--- config.mk ---
export PLATFORM = sky130hd
export DESIGN_NAME = nexys_starship_monster_bank_flat
export DESIGN_NICKNAME = d
export VERILOG_FILES = /design/src/rtl/nexys_starship_monster_bank_if.sv /design/src/rtl/nexys_starship_monster_bank.sv /design/src/flat_wrapper.sv
export SDC_FILE = /design/constraint.sdc
export NUM_CORES = 1
export LEC_CHECK = 0
export ABC_CLOCK_PERIOD_IN_PS = 4900
export BUFFER_PORTS_ARGS = -buffer_cell sky130_fd_sc_hd__buf_2
export CELL_PAD_IN_SITES_DETAIL_PLACEMENT = 1
export CELL_PAD_IN_SITES_GLOBAL_PLACEMENT = 1
export CORE_ASPECT_RATIO = 0.9
export CORE_MARGIN = 5
export CORE_UTILIZATION = 40
export CTS_CLUSTER_DIAMETER = 100
export DETAILED_ROUTE_END_ITERATION = 10
export HOLD_SLACK_MARGIN = 0.03
export PLACE_DENSITY = 0.73
export SYNTH_ARGS = -nofsm -noshare
export SYNTH_HDL_FRONTEND = slang
export SYNTH_SLANG_ARGS = --single-unit
--- constraint.sdc ---
create_clock -name Clk -period 4.9 [get_ports Clk]
set_input_delay 0.735 -clock Clk [delete_from_list [all_inputs] [get_ports Clk]]
set_output_delay 0.735 -clock Clk [all_outputs]
set_load 0.01 [all_outputs]
--- src/rtl/nexys_starship_monster_bank_if.sv ---
// Bus bundle for the monster bank: game controls and per-lane spawn/kill
// requests in, lane status, danger warnings, score and game state out.
interface nexys_starship_monster_bank_if #(
    parameter int NUM_LANES = 4,
    parameter int SCORE_W   = 8
);
    logic                 tick;
    logic                 play_flag;
    logic [NUM_LANES-1:0] spawn_req;
    logic [NUM_LANES-1:0] shoot;
    logic [NUM_LANES-1:0] monster_on;
    logic [NUM_LANES-1:0] danger;
    logic                 game_over;
    logic [SCORE_W-1:0]   score;
    logic                 q_Init;
    logic                 q_Play;
    logic                 q_Over;

    // Game logic side (random generator, shooter, display consumers).
    modport master (
        output tick, play_flag, spawn_req, shoot,
        input  monster_on, danger, game_over, score, q_Init, q_Play, q_Over
    );

    // Monster bank side.
    modport slave (
        input  tick, play_flag, spawn_req, shoot,
        output monster_on, danger, game_over, score, q_Init, q_Play, q_Over
    );
endinterface

--- src/rtl/nexys_starship_monster_bank.sv ---
// Multi-lane monster controller: NUM_LANES independent EMPTY/FULL slots with
// survival timers, a shared INIT/PLAY/OVER game FSM and a saturating score.
//
// Game states:
//   state   | meaning
//   INIT    | lanes held empty, waiting for play_flag to start
//   PLAY    | lanes spawn, get shot and age on tick
//   OVER    | a lane expired; lanes cleared, score frozen until play_flag drops
module nexys_starship_monster_bank #(
    parameter int NUM_LANES = 4,
    parameter int TIMER_W   = 8,
    parameter int TIMEOUT   = 100,
    parameter int WARN      = 75,
    parameter int SCORE_W   = 8
) (
    input logic Clk,
    input logic Reset,
    nexys_starship_monster_bank_if.slave bus
);

    typedef enum logic [2:0] {
        ST_INIT = 3'b001,
        ST_PLAY = 3'b010,
        ST_OVER = 3'b100
    } game_state_t;

    localparam logic [TIMER_W-1:0] TIMEOUT_VAL = TIMER_W'(TIMEOUT);
    localparam logic [TIMER_W-1:0] WARN_VAL    = TIMER_W'(WARN);
    localparam int CNT_W = $clog2(NUM_LANES + 1);
    localparam int SUM_W = ((SCORE_W > CNT_W) ? SCORE_W : CNT_W) + 1;
    localparam logic [SCORE_W-1:0] SCORE_MAX = {SCORE_W{1'b1}};

    game_state_t          state_q, state_d;
    logic [NUM_LANES-1:0] full_q, full_d;
    logic [TIMER_W-1:0]   timer_q [NUM_LANES];
    logic [TIMER_W-1:0]   timer_d [NUM_LANES];
    logic [NUM_LANES-1:0] danger_q, danger_d;
    logic [NUM_LANES-1:0] expire;
    logic [NUM_LANES-1:0] kill;
    logic                 any_expire;
    logic [CNT_W-1:0]     kill_cnt;
    logic [SUM_W-1:0]     score_sum;
    logic [SCORE_W-1:0]   score_q, score_d;
    logic                 game_over_q;

    // Expiry detect: a resident monster whose timer has reached TIMEOUT.
    always_comb begin
        expire = '0;
        for (int i = 0; i < NUM_LANES; i++) begin
            expire[i] = full_q[i] && (timer_q[i] == TIMEOUT_VAL);
        end
        any_expire = (state_q == ST_PLAY) && (|expire);
    end

    // Game FSM next state.
    always_comb begin
        state_d = state_q;
        case (state_q)
            ST_INIT: if (bus.play_flag) state_d = ST_PLAY;
            ST_PLAY: if (any_expire)    state_d = ST_OVER;
            ST_OVER: if (!bus.play_flag) state_d = ST_INIT;
            default: state_d = ST_INIT;
        endcase
    end

    // Lane next state: expiry beats shoot beats spawn; only PLAY lets lanes live.
    always_comb begin
        full_d = '0;
        kill   = '0;
        for (int i = 0; i < NUM_LANES; i++) begin
            timer_d[i] = '0;
        end
        if (state_q == ST_PLAY && !any_expire) begin
            for (int i = 0; i < NUM_LANES; i++) begin
                if (full_q[i]) begin
                    if (bus.shoot[i]) begin
                        kill[i] = 1'b1;
                    end else begin
                        full_d[i]  = 1'b1;
                        timer_d[i] = timer_q[i];
                        if (bus.tick && timer_q[i] != TIMEOUT_VAL) begin
                            timer_d[i] = timer_q[i] + TIMER_W'(1);
                        end
                    end
                end else if (bus.spawn_req[i]) begin
                    full_d[i] = 1'b1;
                end
            end
        end
    end

    // Danger is derived from next-state values so it lines up with the timer.
    always_comb begin
        danger_d = '0;
        for (int i = 0; i < NUM_LANES; i++) begin
            danger_d[i] = full_d[i] && (timer_d[i] >= WARN_VAL);
        end
    end

    // Score update: cleared on game start, saturating add of this edge's kills.
    // An expiry edge freezes the score entirely, including kills in other lanes.
    always_comb begin
        kill_cnt  = CNT_W'($countones(kill));
        score_sum = SUM_W'(score_q) + SUM_W'(kill_cnt);
        score_d   = score_q;
        if (state_q == ST_INIT && bus.play_flag) begin
            score_d = '0;
        end else if (state_q == ST_PLAY && !any_expire) begin
            if (score_sum > SUM_W'(SCORE_MAX)) begin
                score_d = SCORE_MAX;
            end else begin
                score_d = score_sum[SCORE_W-1:0];
            end
        end
    end

    // State, lane, timer and output registers.
    always_ff @(posedge Clk) begin
        if (Reset) begin
            state_q     <= ST_INIT;
            full_q      <= '0;
            danger_q    <= '0;
            score_q     <= '0;
            game_over_q <= 1'b0;
            for (int i = 0; i < NUM_LANES; i++) begin
                timer_q[i] <= '0;
            end
        end else begin
            state_q     <= state_d;
            full_q      <= full_d;
            danger_q    <= danger_d;
            score_q     <= score_d;
            game_over_q <= (state_d == ST_OVER);
            for (int i = 0; i < NUM_LANES; i++) begin
                timer_q[i] <= timer_d[i];
            end
        end
    end

    assign bus.monster_on = full_q;
    assign bus.danger     = danger_q;
    assign bus.game_over  = game_over_q;
    assign bus.score      = score_q;
    assign bus.q_Init     = (state_q == ST_INIT);
    assign bus.q_Play     = (state_q == ST_PLAY);
    assign bus.q_Over     = (state_q == ST_OVER);

endmodule

--- src/flat_wrapper.sv ---
// flat-port wrapper written by rule: the top's interface ports become plain ports
module nexys_starship_monster_bank_flat 
#(
    parameter int NUM_LANES = 4,
    parameter int TIMER_W   = 8,
    parameter int TIMEOUT   = 100,
    parameter int WARN      = 75,
    parameter int SCORE_W   = 8
)
  (Clk, Reset, bus_tick, bus_play_flag, bus_spawn_req, bus_shoot, bus_monster_on, bus_danger, bus_game_over, bus_score, bus_q_Init, bus_q_Play, bus_q_Over);
  nexys_starship_monster_bank_if #(.NUM_LANES(NUM_LANES), .SCORE_W(SCORE_W)) bus_i ();
  input logic Clk;
  input logic Reset;
  input wire logic [$bits(bus_i.tick)-1:0] bus_tick;
  input wire logic [$bits(bus_i.play_flag)-1:0] bus_play_flag;
  input wire logic [$bits(bus_i.spawn_req)-1:0] bus_spawn_req;
  input wire logic [$bits(bus_i.shoot)-1:0] bus_shoot;
  output wire logic [$bits(bus_i.monster_on)-1:0] bus_monster_on;
  output wire logic [$bits(bus_i.danger)-1:0] bus_danger;
  output wire logic [$bits(bus_i.game_over)-1:0] bus_game_over;
  output wire logic [$bits(bus_i.score)-1:0] bus_score;
  output wire logic [$bits(bus_i.q_Init)-1:0] bus_q_Init;
  output wire logic [$bits(bus_i.q_Play)-1:0] bus_q_Play;
  output wire logic [$bits(bus_i.q_Over)-1:0] bus_q_Over;
  assign bus_i.tick = bus_tick;
  assign bus_i.play_flag = bus_play_flag;
  assign bus_i.spawn_req = bus_spawn_req;
  assign bus_i.shoot = bus_shoot;
  assign bus_monster_on = bus_i.monster_on;
  assign bus_danger = bus_i.danger;
  assign bus_game_over = bus_i.game_over;
  assign bus_score = bus_i.score;
  assign bus_q_Init = bus_i.q_Init;
  assign bus_q_Play = bus_i.q_Play;
  assign bus_q_Over = bus_i.q_Over;
  nexys_starship_monster_bank #(.NUM_LANES(NUM_LANES), .TIMER_W(TIMER_W), .TIMEOUT(TIMEOUT), .WARN(WARN), .SCORE_W(SCORE_W)) u_core (.Clk(Clk), .Reset(Reset), .bus(bus_i));
endmodule
==> impl_metrics.ini <==
[timing]
finalCritPeriodShare_pct = 89.9
fin_crit_ns = 4.40
finalSetupViolCount = 0
slew-limit-headroom_pct = 49.1
clock-skew-final_ns = 0.0143
holdWs_ns = 0.536
final.setup.tns_ns = 0
hold_viol = 0
rsz0062_at_grt = false
drv_slew = 0
clock.fmax_ghz = 0.227
worst_pin_slew_ns = 0.753
fin_ws_ns = 0.496

[outcome]
outcome = finished, final reports clean

[logic_synthesis]
syn_area_um2 = 2990
ys_async_sr_fraction_pct = 0
ys_ff_latch = 52
yosys_warnings = 0
synth.area.top_cells = dfxtp_1, nor2_1, ha_1
ys_seq_area_share_pct = 34.8
synth_top_area_cell = dfxtp_1
synth_top_area_share_pct = 34.8
synth-edff-count = 0
synth.avg_cell_area_um2 = 8.54
synthCells = 350
synth_cell_type_count = 63
synth_nets = 378
synth_ff_type = dfxtp_1

[clocking]
cts_inserted_buffers = 5
cts_hold_buf = 0
ctsResizeCount = 0
cts-root-buf = clkbuf_8
cts.clk_slew.worst_paths_ns = 0.10
clk_latency_ns = 0.31
cts.path.max_buffers = 2
cts_post_setup_buffers_inserted = 0
cts_tree = yes
h-tree-depth = 2
clock-sinks = 52

[placed_design]
hpwl_um = 5720
dp_slack_ns = 0.532
port_buffers = 31
gp_congestion = 0.809
dp.cells = 461
dpl_cell_area_um2 = 3200

[routing]
drcViolationCount = 0
initialDrtViolationCount = 41
viasPerCell = 5.54
ant_nets = 0
wl_um = 7420
vias = 2596
dr.pass1.iters = 4
wl_per_cell_um = 15.8

[pwr]
p_sw_mw = 0.181
p_leak_nw = 1.21
power_frac_clock_pct = 40.1
seqPwrFrac_pct = 54.3
p_per_area_nw_per_um2 = 238
switching_share_pct = 22.8
totalPowerFinal_mw = 0.793
pwr-share-comb_pct = 5.7
peakVddDrop_v = 0.000113
p_int_mw = 0.612

[worst_setup_path]
cp_common_cell = ha_1
worst_path_max_delay_cell = nor4_4
arrival_ns = 4.64
crit_chain = inv_1 > ha_1 > nand3b_1 > nor3_1 > nor4_4 > and3_1 > ha_1 > ha_1 > fa_1 > inv_1 > fa_1 > nor2b_1 > o2111ai_1 > and4b_1 > nor3_1
cp-end-kind = flip-flop
crit_fanout = 12
critPathLaunchType = flip-flop
slowest_delay_ns = 0.68
crit_type = flip-flop to flip-flop
reg2reg_slack_ns = 0.50
required_ns = 5.14

[floorplanning]
num_rows = 29
design.die.area_um2 = 9300
die_h_um = 92.0
io_pins = 32
initial_core_util_pct = 41.8
core-area_um2 = 7150
die_w_um = 101

[final_layout]
fin_nets = 403
antenna_cells = 0
layout_common_cells = dfxtp_1, nor2_1, buf_2
drive_above_1_share_pct = 14.9
final_cells = 469
final_cell_area_um2 = 3330
post-route-util_pct = 46.5
syn_to_final_growth_pct = 11.3
fillers = 857
final_common_cell = dfxtp_1

[global_routing]
grt_max_degree = 32
grt_pass1_vias = 2610
grtUsageMet1_pct = 21.9
grt_pass1_wl_um = 12600
grt_util_all_layers_pct = 16.4
met2_usage_pct = 27.5
grt.overflow.total = 0
antenna_found_initial = 0
grt_util_met3_pct = 2.66
busiest_layer = met2

[min_path]
hold_class = flip-flop to flip-flop

[run]
cap_violations = 0
## registers in the layout (all words and copies together), names as in the netlist
register / flops
u_core.bus.game_over: 1
u_core.bus.monster_on: 4
u_core.bus.score: 8
u_core.timer_q: 32
u_core.bus.danger: 4
u_core.state_q: 3
## cells in the mapped netlist (5+ instances only)
cell type / number
nand2_1: 21
nor2_1: 50
and3_1: 7
xor2_1: 12
dfxtp_1: 52
nand3b_1: 6
a21oi_1: 22
ha_1: 14
nor3_1: 10
nand4_1: 10
clkbuf_1: 7
inv_1: 18
nor2b_1: 7
o21ai_0: 5
nand3_1: 9
a311oi_1: 5
xnor2_1: 14
## area by class of cell
class                      count  area, µm²  share of cell area [%]
clock buffer                   6       82.6                    2.48
clock inverter                 2       38.8                    1.17
inverter                      18       67.6                    2.03
multi-input combinational    266       1820                    54.6
sequential                    52       1040                    31.3
tap                           93        116                    3.50
timing repair buffer          32        163                    4.89
## cell families after synthesis
logic type                 count (synthesis)  synth area share (%)
and+or+nand+nor                          157                  29.4
AOI/OAI and AO/OA                         64                  15.2
DFF                                       52                  34.8
buffers and inverters                     32                  4.65
xor gates and xnor gates                  26                  7.62
adders and majority gates                 16                  7.20
muxes                                      3                  1.01
## power by group through the flow
stage	logic, mW	clock network, mW	registers, mW
4_1_cts	0.0453	0.326	0.430
3_3_place_gp	0.0443	0	0.440
3_5_place_dp	0.0450	0	0.440
5_1_grt	0.0497	0.350	0.431
6_report	0.0449	0.318	0.430
2_1_floorplan	0.0277	0	0.440
## worst max-delay path: cells and delay by family (launching register included)
kind | cells | cell delay (ns)
compound gates | 1 | 0.31
flops | 1 | 0.49
buf+inv | 2 | 0.18
simple gates | 7 | 1.75
fa+ha+maj | 5 | 1.59
## metal layers
| layer | share of wire [%] | vias up |
|---|---|---|
| met5 | 0 | - |
| met4 | 1.4 | 0 |
| met3 | 3.0 | 10 |
| met2 | 49 | 33 |
| met1 | 46 | 1255 |
| li1 | - | 1298 |
## path summary, 6_finish.rpt
kind	end	start	cells past startpoint
min reg2reg	u_core.bus.score[2]	u_core.bus.score[2]	2
min	u_core.bus.score[2]	u_core.bus.score[2]	2
max	u_core.bus.score[3]	u_core.timer_q[3][0]	15
max reg2reg	u_core.bus.score[3]	u_core.timer_q[3][0]	15
Note: power is estimated with default switching activity, not from simulation.
